--- config.mk ---
export PLATFORM = sky130hd
export DESIGN_NAME = decode_pipe
export DESIGN_NICKNAME = d
export VERILOG_FILES = /design/src/rtl/decode_pkg.sv /design/src/rtl/decode_ctrl.sv /design/src/rtl/decode_pipe.sv
export SDC_FILE = /design/constraint.sdc
export NUM_CORES = 1
export LEC_CHECK = 0
export BUFFER_PORTS_ARGS = -buffer_cell sky130_fd_sc_hd__buf_4
export CORE_UTILIZATION = 30
export CTS_CLUSTER_SIZE = 10
export DETAILED_ROUTE_END_ITERATION = 10
export MAX_ROUTING_LAYER = met4
export SYNTH_ARGS = -nofsm -noshare
export SYNTH_HDL_FRONTEND = slang
export SYNTH_HIERARCHICAL = 1
export SYNTH_SLANG_ARGS = --single-unit
--- constraint.sdc ---
create_clock -name clk -period 1.65 [get_ports clk]
set_input_delay 0.33 -clock clk [delete_from_list [all_inputs] [get_ports clk]]
set_output_delay 0.33 -clock clk [all_outputs]
set_load 0.02 [all_outputs]
--- src/rtl/decode_pkg.sv ---
// decode_pkg: opcode/funct encodings, control word and decode helpers
// shared by decode_pipe (load-use interlock under DECODE_PIPE_HAZARD_EN).
package decode_pkg;

   localparam logic [5:0] OP_RTYPE = 6'h00;
   localparam logic [5:0] OP_JUMP  = 6'h02;
   localparam logic [5:0] OP_BEQ   = 6'h04;
   localparam logic [5:0] OP_BNE   = 6'h05;
   localparam logic [5:0] OP_ADDI  = 6'h08;
   localparam logic [5:0] OP_ANDI  = 6'h0C;
   localparam logic [5:0] OP_ORI   = 6'h0D;
   localparam logic [5:0] OP_XORI  = 6'h0E;
   localparam logic [5:0] OP_LDB   = 6'h20;
   localparam logic [5:0] OP_LDW   = 6'h23;
   localparam logic [5:0] OP_STB   = 6'h28;
   localparam logic [5:0] OP_STW   = 6'h2B;

   localparam logic [5:0] FN_MUL = 6'h18;
   localparam logic [5:0] FN_ADD = 6'h20;
   localparam logic [5:0] FN_SUB = 6'h22;
   localparam logic [5:0] FN_AND = 6'h24;
   localparam logic [5:0] FN_OR  = 6'h25;

   typedef struct packed {
      logic regwrite;
      logic memtoreg;
      logic branch;
      logic memwrite;
      logic memread;
      logic byteword;
      logic alusrc;
      logic is_mult;
   } ctrl_t;

   typedef enum logic {
      RUN,
      INTERLOCK
   } state_t;

   // logical immediates are zero-extended
   function automatic logic is_zext(input logic [5:0] op);
      return (op == OP_ANDI) || (op == OP_ORI) || (op == OP_XORI);
   endfunction

   function automatic logic is_load(input logic [5:0] op);
      return (op == OP_LDW) || (op == OP_LDB);
   endfunction

   function automatic logic is_store(input logic [5:0] op);
      return (op == OP_STW) || (op == OP_STB);
   endfunction

   function automatic logic rs2_used(input logic [5:0] op);
      return (op == OP_RTYPE) || is_store(op) ||
             (op == OP_BEQ) || (op == OP_BNE);
   endfunction

endpackage

--- src/rtl/decode_ctrl.sv ---
// decode_ctrl: combinational opcode/funct to 8-bit control word.
// Unknown opcodes decode to an all-zero (no side effect) word.
module decode_ctrl
   import decode_pkg::*;
(
   input  logic [5:0] opcode,
   input  logic [5:0] funct,
   output ctrl_t      ctrl
);

   always_comb begin
      ctrl = '0;
      unique case (1'b1)
         (opcode == OP_RTYPE): begin
            ctrl.regwrite = 1'b1;
            ctrl.is_mult  = (funct == FN_MUL);
         end
         (is_zext(opcode) || opcode == OP_ADDI): begin
            ctrl.regwrite = 1'b1;
            ctrl.alusrc   = 1'b1;
         end
         is_load(opcode): begin
            ctrl.regwrite = 1'b1;
            ctrl.memtoreg = 1'b1;
            ctrl.memread  = 1'b1;
            ctrl.alusrc   = 1'b1;
            ctrl.byteword = (opcode == OP_LDB);
         end
         is_store(opcode): begin
            ctrl.memwrite = 1'b1;
            ctrl.alusrc   = 1'b1;
            ctrl.byteword = (opcode == OP_STB);
         end
         (opcode == OP_BEQ || opcode == OP_BNE): begin
            ctrl.branch = 1'b1;
         end
         default: begin
         end
      endcase
   end

endmodule

--- src/rtl/decode_pipe.sv ---
// decode_pipe: one-deep decode stage with valid/ready handshakes and jump
// redirect; DECODE_PIPE_HAZARD_EN adds the load-use interlock FSM.
module decode_pipe
   import decode_pkg::*;
#(
   parameter int XLEN  = 32,
   parameter int RADDR = 5
) (
   input  logic             clk,
   input  logic             reset,
   input  logic             in_valid,
   output logic             in_ready,
   input  logic [XLEN-1:0]  in_pc,
   input  logic [31:0]      in_instr,
   input  logic             flush,
   output logic [RADDR-1:0] rf_addr1,
   output logic [RADDR-1:0] rf_addr2,
   input  logic [XLEN-1:0]  rf_data1,
   input  logic [XLEN-1:0]  rf_data2,
   output logic             out_valid,
   input  logic             out_ready,
   output logic [XLEN-1:0]  out_pc,
   output logic [XLEN-1:0]  out_rs1_data,
   output logic [XLEN-1:0]  out_rs2_data,
   output logic [RADDR-1:0] out_rs1_addr,
   output logic [RADDR-1:0] out_rs2_addr,
   output logic [RADDR-1:0] out_dest,
   output logic [XLEN-1:0]  out_imm,
   output logic [5:0]       out_opcode,
   output logic [5:0]       out_funct,
   output logic [7:0]       out_ctrl,
   output logic             jump_valid,
   output logic [XLEN-1:0]  jump_addr
);

   logic [5:0]       opcode;
   logic [5:0]       funct;
   logic [RADDR-1:0] rs1;
   logic [RADDR-1:0] rs2;
   logic [RADDR-1:0] rd;
   logic [XLEN-1:0]  imm;
   ctrl_t            ctrl;
   logic             hazard;
   logic             accept;

   logic             valid_q, valid_d;
   logic [XLEN-1:0]  pc_q, pc_d;
   logic [XLEN-1:0]  rs1_data_q, rs1_data_d;
   logic [XLEN-1:0]  rs2_data_q, rs2_data_d;
   logic [RADDR-1:0] rs1_addr_q, rs1_addr_d;
   logic [RADDR-1:0] rs2_addr_q, rs2_addr_d;
   logic [RADDR-1:0] dest_q, dest_d;
   logic [XLEN-1:0]  imm_q, imm_d;
   logic [5:0]       opcode_q, opcode_d;
   logic [5:0]       funct_q, funct_d;
   ctrl_t            ctrl_q, ctrl_d;

   assign opcode = in_instr[31:26];
   assign funct  = in_instr[5:0];
   assign rs1    = RADDR'(in_instr[25:21]);
   assign rs2    = RADDR'(in_instr[20:16]);
   assign rd     = RADDR'(in_instr[15:11]);

   assign imm = is_zext(opcode)
              ? {{(XLEN-16){1'b0}}, in_instr[15:0]}
              : {{(XLEN-16){in_instr[15]}}, in_instr[15:0]};

   decode_ctrl u_ctrl (
      .opcode (opcode),
      .funct  (funct),
      .ctrl   (ctrl)
   );

   assign rf_addr1 = rs1;
   assign rf_addr2 = rs2;

   assign in_ready = (!valid_q || out_ready) && !hazard;
   assign accept   = in_valid && in_ready && !flush;

   assign jump_addr  = {in_pc[XLEN-1:28], in_instr[25:0], 2'b00};
   assign jump_valid = accept && (opcode == OP_JUMP);

`ifdef DECODE_PIPE_HAZARD_EN
   state_t state_q, state_d;
   logic   hit1;
   logic   hit2;

   // r0 is hardwired to zero, so a load into it never blocks
   always_comb begin
      hit1   = (dest_q == rs1);
      hit2   = rs2_used(opcode) && (dest_q == rs2);
      hazard = valid_q && ctrl_q.memread &&
               (dest_q != '0) && (hit1 || hit2);
   end

   always_comb begin
      state_d = state_q;
      unique case (state_q)
         RUN: begin
            if (in_valid && hazard && out_ready)
               state_d = INTERLOCK;
         end
         INTERLOCK: state_d = RUN;
      endcase
      if (flush)
         state_d = RUN;
   end

   always_ff @(posedge clk or negedge reset) begin
      if (!reset)
         state_q <= RUN;
      else
         state_q <= state_d;
   end
`else
   assign hazard = 1'b0;
`endif

   always_comb begin
      valid_d    = valid_q;
      pc_d       = pc_q;
      rs1_data_d = rs1_data_q;
      rs2_data_d = rs2_data_q;
      rs1_addr_d = rs1_addr_q;
      rs2_addr_d = rs2_addr_q;
      dest_d     = dest_q;
      imm_d      = imm_q;
      opcode_d   = opcode_q;
      funct_d    = funct_q;
      ctrl_d     = ctrl_q;
      if (flush) begin
         valid_d = 1'b0;
      end else if (accept) begin
         valid_d    = 1'b1;
         pc_d       = in_pc;
         rs1_data_d = rf_data1;
         rs2_data_d = rf_data2;
         rs1_addr_d = rs1;
         rs2_addr_d = is_load(opcode) ? '0 : rs2;
         dest_d     = is_store(opcode) ? '0 :
                      is_load(opcode)  ? rs2 : rd;
         imm_d      = imm;
         opcode_d   = opcode;
         funct_d    = funct;
         ctrl_d     = ctrl;
      end else if (out_ready) begin
         valid_d = 1'b0;
      end
   end

   always_ff @(posedge clk or negedge reset) begin
      if (!reset) begin
         valid_q    <= 1'b0;
         pc_q       <= '0;
         rs1_data_q <= '0;
         rs2_data_q <= '0;
         rs1_addr_q <= '0;
         rs2_addr_q <= '0;
         dest_q     <= '0;
         imm_q      <= '0;
         opcode_q   <= '0;
         funct_q    <= '0;
         ctrl_q     <= '0;
      end else begin
         valid_q    <= valid_d;
         pc_q       <= pc_d;
         rs1_data_q <= rs1_data_d;
         rs2_data_q <= rs2_data_d;
         rs1_addr_q <= rs1_addr_d;
         rs2_addr_q <= rs2_addr_d;
         dest_q     <= dest_d;
         imm_q      <= imm_d;
         opcode_q   <= opcode_d;
         funct_q    <= funct_d;
         ctrl_q     <= ctrl_d;
      end
   end

   assign out_valid    = valid_q;
   assign out_pc       = pc_q;
   assign out_rs1_data = rs1_data_q;
   assign out_rs2_data = rs2_data_q;
   assign out_rs1_addr = rs1_addr_q;
   assign out_rs2_addr = rs2_addr_q;
   assign out_dest     = dest_q;
   assign out_imm      = imm_q;
   assign out_opcode   = opcode_q;
   assign out_funct    = funct_q;
   assign out_ctrl     = ctrl_q;

endmodule

Word level (Yosys, flattened, before mapping). Index checks and enable logic that the tools add are counted.

Output and inout port bits: 208. Bits of input ports: 133. Register bits after elaboration: 163.

Reduce and logical (&&, ||, !) cells: 17. Muxes and demuxes: 14. Bitwise gates (word level): 1. Equal/unequal tests: 12.

Operators by type and width (number): 2-to-1 mux 32 bit (1); equality test 6 x 4 -> 1 bit (second input constant) (4); equality test 6 bit (second input constant) (4); 2-to-1 mux 5 bit (3); equality test 6 x 3 -> 1 bit (second input constant) (2); 2-to-1 mux 1 bit (9); logical OR 1 bit (7); equality test 6 x 2 -> 1 bit (second input constant) (1); equality test 6 x 5 -> 1 bit (second input constant) (1); logical NOT 6 bit (1); OR reduction 3 bit (2); logical AND 1 bit (3); nonzero test 3 bit (1); logical NOT 1 bit (2); case mux 1 bit (2 select lines) (1); AND reduction 2 bit (1); inverter 1 bit (1).

Logic depth before layout (Yosys ltp).
Depth after elaboration: 6. Gate-level depth with buffers: 6. Gate-level depth less buffers: 4.

Hierarchy. Netlist, hierarchy kept.

Modules (own cells, without submodules): decode_pipe (cells each 406, instances 1, area an instance 6113.4 um^2); decode_ctrl (cells each 24, instances 1, area an instance 165.2 um^2).

Worst setup path before layout. No wires, ideal clock.

Path kind: input -> output. Start: input port in_instr[28]. End: output port jump_valid. Data arrival time: 1.641 ns. Stages on the path: 3. Path slack: -0.321 ns. Cells stage by stage: nor3_1 > nand3_1 > nor4b_1.

Word-level cells in the longest chain between the ends: 2.

RTL lines: start: declaration (line decode_pipe.sv:14) `input logic [31:0] in_instr,`; equality test 6 x 2 -> 1 bit (line decode_pipe.sv:81) `assign jump_valid = accept && (opcode == OP_JUMP);`; logical AND 1 bit (line decode_pipe.sv:81); end: declaration (line decode_pipe.sv:32) `output logic jump_valid,`.

Every way passes these cells.

Final worst setup path. Same ends and word-level chain as after synthesis.

==> key figures <==
Critical path
  • Worst path slowest cell: nor3_1
  • Startpoint types: input pin
  • Cell Chain, Critical Path: buf_4 > nor3_1 > nand3_4 > nor4b_4 > buf_4
  • Crit path from: in_instr[28]
  • Crit-path max FO: 2
  • Worst EP arrival: 1400 ps
  • Most Frequent Cell on Critical Path: buf_4
  • Crit path max-delay family: simple AND/OR/NAND/NOR gates
  • Worst Path Required: 1320 ps
  • Kind of critical path: input pin to primary output
  • CP bufs+invs: 2
  • Reg-to-Reg Start: out_valid$_DFFE_PN0P_
  • Worst setup EP type: primary output
  • Largest stage delay, worst path: 440 ps

GRT
  • Grt ovf: 0
  • Initial antenna violation count: 0
  • Number of global-route vias before repair: 4807
  • Global Route Usage Sum: 0.161
  • First-pass GRT wire length: 26.0 mm
  • Pin count of the biggest net entering global routing: 61

Timing
  • Final setup viols: 41
  • Final slew viol count: 0
  • Crit path time final: 1730 ps
  • Clock skew: 5.61 ps
  • Slew HR: 0.662
  • Setup WS post-layout: -80.4 ps
  • Final Hold Viols: 0
  • RSZ-0062 raised after global routing: true
  • Crit share post-route: 1.05
  • Worst-Margin Slew: 503 ps
  • FMAX: 578 MHz

Placed design
  • Final GP Congestion: 0.850
  • Setup WS pre-CTS: 7.55 ps
  • Port bufs: 338
  • Post-DP Area: 8860 um2
  • Post-DP HPWL: 12.4 mm

Clock tree
  • CTS root buf: clkbuf_16
  • CTS tree: built
  • Max Buffers Root-to-Sink: 2
  • Clock transition at path regs: 60 ps
  • Clk sinks: 143
  • CTS H-tree lvls: 4
  • Num CTS Buffers: 17
  • Clock Latency Late Sink: 410 ps

Yosys
  • Synth Area in Adders: 0
  • Library cells used by synthesis: 38
  • Seq/Total Area, Yosys: 0.570
  • Mux contribution to synthesized area: 0.258
  • Area share of and/or/nand/nor cells after synthesis: 0.0383
  • Top_reg_cell synth: dfrtp_1
  • Syn_area_per_cell: 14.6 um2
  • Post-Syn Area: 6280 um2
  • Combinational family with the most area after synthesis: multiplexers
  • Compound-Gate Fraction of Synth Area: 0.0301
  • Number of synthesized flops with an enable pin: 0
  • Synth Area in XOR/XNOR: 0.00418
  • FFs w/ async S/R, synth: 1.00
  • Yosys warning count: 6
  • #FFs+latches synth: 143
  • Synthesized netlist cell count: 430

Pwr
  • Pwr dens: 1210 nW/um2
  • Worst VDD drop: 613 uV
  • Leak Pwr: 4.70 nW

Detailed routing
  • DR vias/cell: 4.50
  • Drt wl/cell: 17.0 um
  • Iter 0 DRT Violations: 110
  • Drt pass-1 iters: 4
  • Post-DRT Antenna Nets: 0
  • Residual DRC: 0
  • Routed WL: 17.5 mm
  • Via count: 4631

Finish
  • Area Growth Syn to Fin: 55.3%
  • # nets final: 879
  • Fill cell count: 1804
  • Inserted Diodes: 0
  • Design area: 9750 um2
  • Layout cell share with drive strength beyond 1: 0.728

Die
  • Starting Density: 0.308
  • Die Wd: 147 um
  • DIE HEIGHT: 147 um
  • Core Rows: 52
  • Die area: 21500 um2
  • I/O pin count: 341
  • Core area: 20400 um2

Worst hold path
  • Hold path startpoint: flush
  • Worst Hold Class: input pin to flop

Status
  • Failing checks: setup timing
  • Status: finished, violations left

Flow run
  • Maximum capacitance violations: 0
routing by layer:
metal  wire length, um  vias to the layer above  track usage  share of wire
li1                  -                     2091            -              -
met1              7120                     2276        0.188           0.41
met2              8770                      241        0.260           0.50
met3              1190                       23       0.0450          0.068
met4               380                        0       0.0630          0.022
met5                 0                        -            -              0
cells by family (layout without fill, tap and decap cells):
kind of cell | count (synthesis) | count (layout)
buffers and inverters | 87 | 414
AND/OR/NAND/NOR | 37 | 37
other | 1 | 2
flip-flops | 143 | 143
multiplexers | 132 | 132
AO/OA/AOI/OAI | 27 | 27
XOR/XNOR | 3 | 3
final timing paths:
kind | slack [ps] | depth (start not counted) | end
max | -80 | 5 | jump_valid
min | 100 | 2 | out_valid$_DFFE_PN0P_
max reg2reg | -50 | 6 | out_pc[3]$_DFFE_PN0P_
min reg2reg | 500 | 1 | out_rs2_addr[1]$_DFFE_PN0P_
max in group asynchronous | 670 | 3 | out_imm[30]$_DFFE_PN0P_
min in group asynchronous | 400 | 2 | out_imm[4]$_DFFE_PN0P_
where the power goes:
part / leakage [nW] / switching (mW) / internal [mW]
sequential: 1.70 / 0.363 / 4.08
combinational: 2.73 / 1.71 / 1.77
clock: 0.278 / 1.56 / 2.30
total: 4.70 / 3.64 / 8.14
per-stage QoR:
| step | setup TNS (ps) | power (mW) | utilization | instances | hold WS (ps) |
|---|---|---|---|---|---|
| CTS | -178 | 11.9 | 0.466 | 1016 | 79.2 |
| global placement | 0 | 7.85 | 0.435 | 983 | 277 |
| floorplan | 0 | 6.33 | - | 431 | 34.4 |
| detailed placement | 0 | 7.91 | 0.435 | 983 | 283 |
| finish | -680 | 11.8 | 0.479 | 1028 | 102 |
| global route | -3990 | 12.3 | 0.479 | 1028 | 80.9 |
cells in the final DEF, fill, tap and decap left out, types with 4 or more instances in the layout:
cell type	count
a21oi_1	6
a31oi_1	7
buf_12	8
buf_4	353
buf_6	4
buf_8	8
clkbuf_16	21
clkinvlp_4	4
dfrtp_1	142
inv_1	4
inv_6	5
mux2_2	97
mux2_4	35
nand2_1	4
nand3_1	5
nand4_1	5
nor3_1	4
o2bb2ai_1	5
o31ai_1	5
state kept, by name, indices dropped and copies added, names as in the netlist:
| register | count |
|---|---|
| out_rs2_data | 32 |
| out_ctrl | 8 |
| out_rs1_addr | 5 |
| out_dest | 5 |
| out_opcode | 6 |
| out_pc | 32 |
| out_imm | 17 |
| out_rs1_data | 32 |
| out_rs2_addr | 5 |
| out_valid | 1 |
cell usage after synthesis (all sizes together), types with 3 or more instances:
master   count  area, um2
a21oi        6       30.0
a31oi        7       43.8
nor3         5       30.0
o31ai        6       50.1
dfrtp      143       3580
nand2b       3       26.3
o2bb2ai      5       43.8
mux2       132       1620
clkbuf       3       11.3
nand2        4       15.0
nand4        5       31.3
buf         80        597
nand3        6       30.0
inv          4       15.0
cell type report:
cell class / instances / area (um2) / share of cell area
sequential: 143 / 3580 / 0.367
timing repair buffer: 379 / 3110 / 0.319
multi-input combinational: 201 / 2110 / 0.217
clock buffer: 18 / 439 / 0.0450
tap: 270 / 338 / 0.0347
clock inverter: 13 / 154 / 0.0158
inverter: 4 / 15.0 / 0.00154
what timing repair did:
item | CTS | global route
pin swaps | 0 | 0
endpoints found under the setup margin | 18 | 99
hold buffers | 1 | 0
resized for setup | 5 | 19
buffers inserted | 2 | 6
endpoints found under the hold margin | 33 | 0
gates cloned | 0 | 6
Power figures use the tool's default switching activity.
